`src/rtl/enigma_symb_rx.sv`:
```
// Receive endpoint for the enigma symbol stream: edge-detects symbol events, checks range and spacing,
// and queues accepted symbols in a FWFT FIFO. Optional macro ENIGMA_RX_ASCII_EN adds rd_ascii_o.
module enigma_symb_rx #(
  parameter int DEPTH = 16,
  parameter int GAP   = 5,
  parameter int CNT_W = 8
) (
  input  logic                       clk_i,
  input  logic                       rst_i,
  input  logic [5:0]                 symb_i,
  input  logic                       rd_ready_i,
  input  logic                       clr_err_i,
  output logic                       rd_valid_o,
  output logic [5:0]                 rd_symb_o,
  output logic [$clog2(DEPTH):0]     level_o,
  output logic [CNT_W-1:0]           symb_cnt_o,
  output logic                       err_range_o,
  output logic                       err_gap_o,
  output logic                       err_ovf_o
`ifdef ENIGMA_RX_ASCII_EN
  ,
  output logic [7:0]                 rd_ascii_o
`endif
);

  localparam int AW = $clog2(DEPTH);
  localparam int LW = AW + 1;
  localparam int GW = $clog2(GAP) + 1;
  localparam logic [GW-1:0] GAP_LOAD = GW'(GAP - 1);

  typedef enum logic {IDLE, HOLD} state_e;

  state_e           state_q, state_d;
  logic [GW-1:0]    gap_cnt_q, gap_cnt_d;
  logic             prev_zero_q, prev_zero_d;
  logic [AW-1:0]    wr_ptr_q, wr_ptr_d, rd_ptr_q, rd_ptr_d;
  logic [LW-1:0]    level_q, level_d;
  logic [CNT_W-1:0] cnt_q, cnt_d;
  logic             err_range_q, err_range_d;
  logic             err_gap_q, err_gap_d;
  logic             err_ovf_q, err_ovf_d;
  logic [4:0]       mem_q [DEPTH];

  logic evt, window, in_range;
  logic evt_ok, gap_hit, range_bad, wr_req;
  logic pop, full, wr_ok, ovf;

  // A held nonzero value is a single event: only the 0 -> nonzero transition counts.
  assign evt      = (symb_i != 6'd0) && prev_zero_q;
  assign window   = (state_q == IDLE) || (gap_cnt_q == '0);
  assign in_range = ($signed(symb_i) >= 6'sd1) && ($signed(symb_i) <= 6'sd26);

  // State register
  always_ff @(posedge clk_i or posedge rst_i) begin
    if (rst_i) begin
      state_q     <= IDLE;
      gap_cnt_q   <= '0;
      prev_zero_q <= 1'b1;
      wr_ptr_q    <= '0;
      rd_ptr_q    <= '0;
      level_q     <= '0;
      cnt_q       <= '0;
      err_range_q <= 1'b0;
      err_gap_q   <= 1'b0;
      err_ovf_q   <= 1'b0;
    end else begin
      state_q     <= state_d;
      gap_cnt_q   <= gap_cnt_d;
      prev_zero_q <= prev_zero_d;
      wr_ptr_q    <= wr_ptr_d;
      rd_ptr_q    <= rd_ptr_d;
      level_q     <= level_d;
      cnt_q       <= cnt_d;
      err_range_q <= err_range_d;
      err_gap_q   <= err_gap_d;
      err_ovf_q   <= err_ovf_d;
    end
  end

  always_ff @(posedge clk_i) begin
    if (wr_ok) mem_q[wr_ptr_q] <= symb_i[4:0];
  end

  // Next state: an expiring HOLD window behaves exactly like IDLE in that cycle.
  always_comb begin
    state_d   = state_q;
    gap_cnt_d = gap_cnt_q;
    if (!window) begin
      gap_cnt_d = gap_cnt_q - GW'(1);
    end else if (evt) begin
      state_d   = HOLD;
      gap_cnt_d = GAP_LOAD;
    end else begin
      state_d   = IDLE;
    end
  end

  // FSM outputs: event classification
  always_comb begin
    evt_ok    = evt && window;
    gap_hit   = evt && !window;
    range_bad = evt_ok && !in_range;
    wr_req    = evt_ok && in_range;
  end

  // FIFO, counter and sticky flags
  always_comb begin
    prev_zero_d = (symb_i == 6'd0);
    pop         = rd_valid_o && rd_ready_i;
    full        = (level_q == LW'(DEPTH));
    wr_ok       = wr_req && (!full || pop);
    ovf         = wr_req && full && !pop;
    wr_ptr_d    = wr_ok ? wr_ptr_q + AW'(1) : wr_ptr_q;
    rd_ptr_d    = pop ? rd_ptr_q + AW'(1) : rd_ptr_q;
    case ({wr_ok, pop})
      2'b10:   level_d = level_q + LW'(1);
      2'b01:   level_d = level_q - LW'(1);
      default: level_d = level_q;
    endcase
    cnt_d       = (wr_ok && (cnt_q != '1)) ? cnt_q + CNT_W'(1) : cnt_q;
    err_range_d = (err_range_q && !clr_err_i) || range_bad;
    err_gap_d   = (err_gap_q && !clr_err_i) || gap_hit;
    err_ovf_d   = (err_ovf_q && !clr_err_i) || ovf;
  end

  assign rd_valid_o  = (level_q != '0);
  assign rd_symb_o   = rd_valid_o ? {1'b0, mem_q[rd_ptr_q]} : 6'd0;
  assign level_o     = level_q;
  assign symb_cnt_o  = cnt_q;
  assign err_range_o = err_range_q;
  assign err_gap_o   = err_gap_q;
  assign err_ovf_o   = err_ovf_q;

`ifdef ENIGMA_RX_ASCII_EN
  assign rd_ascii_o = rd_valid_o ? (8'h40 + {2'b00, rd_symb_o}) : 8'h00;
`endif

endmodule

```
`config.mk`:
```
export PLATFORM = sky130hd
export DESIGN_NAME = enigma_symb_rx
export DESIGN_NICKNAME = d
export VERILOG_FILES = /design/src/rtl/enigma_symb_rx.sv
export SDC_FILE = /design/constraint.sdc
export NUM_CORES = 1
export LEC_CHECK = 0
export BUFFER_PORTS_ARGS = -buffer_cell sky130_fd_sc_hd__buf_2
export CELL_PAD_IN_SITES_DETAIL_PLACEMENT = 1
export CELL_PAD_IN_SITES_GLOBAL_PLACEMENT = 1
export CORE_UTILIZATION = 51
export DETAILED_ROUTE_END_ITERATION = 10
export MAX_ROUTING_LAYER = met4
export PLACE_DENSITY = 0.78
export SYNTH_ARGS = -nofsm -noshare
export SYNTH_HDL_FRONTEND = slang
export SYNTH_SLANG_ARGS = --single-unit
```
`constraint.sdc`:
```
create_clock -name clk_i -period 3.73 [get_ports clk_i]
set_clock_uncertainty 0.1 [all_clocks]
set_input_delay 0.1865 -clock clk_i [delete_from_list [all_inputs] [get_ports clk_i]]
set_output_delay 0.1865 -clock clk_i [all_outputs]
set_load 0.01 [all_outputs]
```
==> summary.md <==
| Metric | Value |
|---|---|
| Status | completed |
| Final total power | 3.16 mW |
| Critical path class | reg2reg |
| #FFs+latches synth | 110 |
| Post-cts gate resize count | 0 |
| Worst EP arrival | 3.50 ns |
| N_diodes | 0 |
| Max Fclk | 298 MHz |
| Routed wire per std cell | 22.4 um |
| Synth Area in Simple Gates | 8.41% |
| Crit path cell chain | inv_1 > ha_1 > or3b_1 > a221o_1 > nor3b_4 > inv_1 > ha_1 > xor2_1 > ha_1 > a21oi_1 > xor2_1 > nor2_1 > xor2_1 |
| Mux share of post-synthesis cell area | 10.5% |
| Register area share after synthesis | 66.7% |
| Netlist Area Pre-Place | 0.00473 mm^2 |
| Die area | 0.00967 mm^2 |
| Layout fillers | 816 |
| Power Density | 604 mW/mm^2 |
| Port-buffer cells | 31 |
| Number of flops mapped to enable cells by yosys | 80 |
| DRC violations left | 0 |
| Post-synthesis cell count | 298 |
| Dpl cells | 433 |
| Max Buffers Root-to-Sink | 2 |
| Row count | 34 |
| Net Count, Synth | 319 |
| GRT Util Overall | 23.8% |
| Vias | 2745 |
| WP data required | 3.87 ns |
| RSZ-0062 raised after global routing | false |
| CTS tree | done |
| Worst-Skew Late Latency | 0.37 ns |
| Max-cap violations | 0 |
| Final net count | 361 |
| Synth Flop Type | edfxtp_1 |
| Fin crit share | 90.0% |
| Worst-path clk slew | 0.10 ns |
| Tightest Pin Transition | 1.05 ns |
| Largest family of logic cells by synthesized area | multiplexers |
| Max stage delay on crit path | 0.46 ns |
| Final Hold Fails | 0 |
| Die X | 98.3 um |
| Final setup vio count | 0 |
| Synth top area share | 50.8% |
| Final setup TNS | 0 ns |
| Synth Area per Inst | 15.9 um^2 |
| Async SR Flop Fraction | 27.3% |
| Antenna violations before repair | 0 |
| Worst rel slew slack | 30.0% |
| Layout cells sized above 1 | 23.2% |
| # IOs | 33 |
| Initial Utilization | 53.5% |
| Fin Hold WS | 0.102 ns |
| Crit path max-delay family | adder cells |
| DRT Wirelength | 10200 um |
| Vias in the first global route | 2928 |
| Detail Route Antenna Nets | 0 |
| Critical-path top delay cell | a221o_1 |
| CP Buf/Inv Count | 2 |
| CP Capture Type | register |
| Compound-Gate Fraction of Synth Area | 5.47% |
| LEAKAGE | 2.00 nW |
| Area growth syn-to-layout | 10.5% |
| Min Tclk post-route | 3.36 ns |
| CTS H-tree depth | 3 |
| CTS root buf | clkbuf_8 |
| XOR/XNOR Fraction of Synth Area | 3.52% |
| CTS Sinks | 110 |
| Synth area leaders | edfxtp_1 (51%), dfrtp_1 (15%), mux4_2 (9.5%) |
| Worst vdd ir | 0.238 mV |
| Adder-cell share of the synthesized area | 2.91% |
| Layout Utilization | 59.1% |
| Synth warnings | 0 |
| DRT Pass-1 Iters | 6 |
| Num CTS Buffers | 9 |
| Via-to-Cell Ratio | 6.06 |
| Largest net degree at the start of global routing | 31 |
| Hold Crit Class | in2reg |
| Slew Limit Fails | 0 |
| Die Y | 98.3 um |
| Unique masters post-synth | 43 |
| First-pass GRT wire length | 16100 um |
| Worst-path fanout max | 8 |
| Global route overflow | 0 |
| Setup crit start kind | register |
| CORE AREA | 0.00885 mm^2 |
| Top-count cell post-synth | edfxtp_1 |
| Synth area leader | edfxtp_1 |
| Top post-synthesis cells by count | edfxtp_1 (80), dfrtp_1 (29), mux4_2 (20) |
| GP Congestion | 0.776 |
| Finished Layout Cells | 453 |
| Initial DRC Count | 129 |
| Detailed Place HPWL | 7140 um |
-- cell type report --
type                            instances  area (um^2)  share of cell area (%)
Tap cell                              108          135                    2.58
Clock inverter                          7         46.3                   0.886
Sequential cell                       110         3150                    60.3
Multi-Input combinational cell        161         1460                    27.9
Timing Repair Buffer                   42          248                    4.74
Inverter                               16         60.1                    1.15
Clock buffer                            9          124                    2.37
-- worst paths after layout --
path / start / end / slack [ns] / depth (start not counted)
max: gap_cnt_q[0] / level_o[2] / 0.37 / 13
max in group asynchronous: rst_i / prev_zero_q / 2.87 / 4
min reg2reg: symb_cnt_o[5] / symb_cnt_o[5] / 0.42 / 1
max reg2reg: gap_cnt_q[0] / level_o[2] / 0.37 / 13
min in group asynchronous: rst_i / gap_cnt_q[2] / 0.34 / 4
min: rd_ready_i / err_ovf_o / 0.10 / 3
-- report_power, final --
| part | switching [mW] | total [mW] | internal, mW |
|---|---|---|---|
| clock | 0.399 | 0.643 | 0.244 |
| sequential | 0.158 | 1.55 | 1.39 |
| combinational | 0.488 | 0.968 | 0.479 |
-- state kept, by name (all words and copies together) (netlist names) --
signal and count:
err_gap_o 1, err_ovf_o 1, err_range_o 1, gap_cnt_q 4, level_o 5, mem_q 80, prev_zero_q 1, rd_ptr_q 4
state_q 1, symb_cnt_o 8, wr_ptr_q 4
-- tightest hold or removal path, cell delays in order --
cell and delay, ns:
buf_2 0.10, or3b_4 0.15, o32ai_1 0.09
-- layer usage --
layer	routed length, um	vias to the layer above	GRT usage [%]
met5	0	-	-
met4	169	0	7.69
met3	447	16	5.37
met2	5110	66	37.8
met1	4440	1438	30.7
li1	-	1225	-
-- placed cells by master, fill, tap and decap left out, drive strengths merged, types with 5 or more instances in the layout --
cell type,count
mux4,20
nor2,6
a22oi,11
edfxtp,80
nand3,6
ha,11
xor2,8
and3,17
nor2b,5
nand2,14
clkbuf,9
o21ai,6
a21oi,10
buf,38
xnor2,11
inv,19
dfrtp,29
-- timing repair --
action	CTS	global route
hold buffers	4	0
hold endpoints to repair	34	0
setup buffers	0	0
-- stage by stage --
| stage | setup slack, ns | instance area (um^2) |
|---|---|---|
| final | 0.373 | 5230 |
| after global placement | 0.623 | 5020 |
| after global routing | 0.220 | 5230 |
| after detailed placement | 0.362 | 5020 |
| after CTS | 0.344 | 5230 |
| after floorplan | 0.374 | 4730 |
-- logic make-up (layout without fill, tap and decap cells) --
family,after synthesis,in the layout
flops,110,110
simple gates,67,67
compound gates,39,39
buf+inv,27,74
mux,24,24
xor+xnor,19,19
fa+ha+maj,11,11
other cells,1,1
Power figures use the tool's default switching activity.
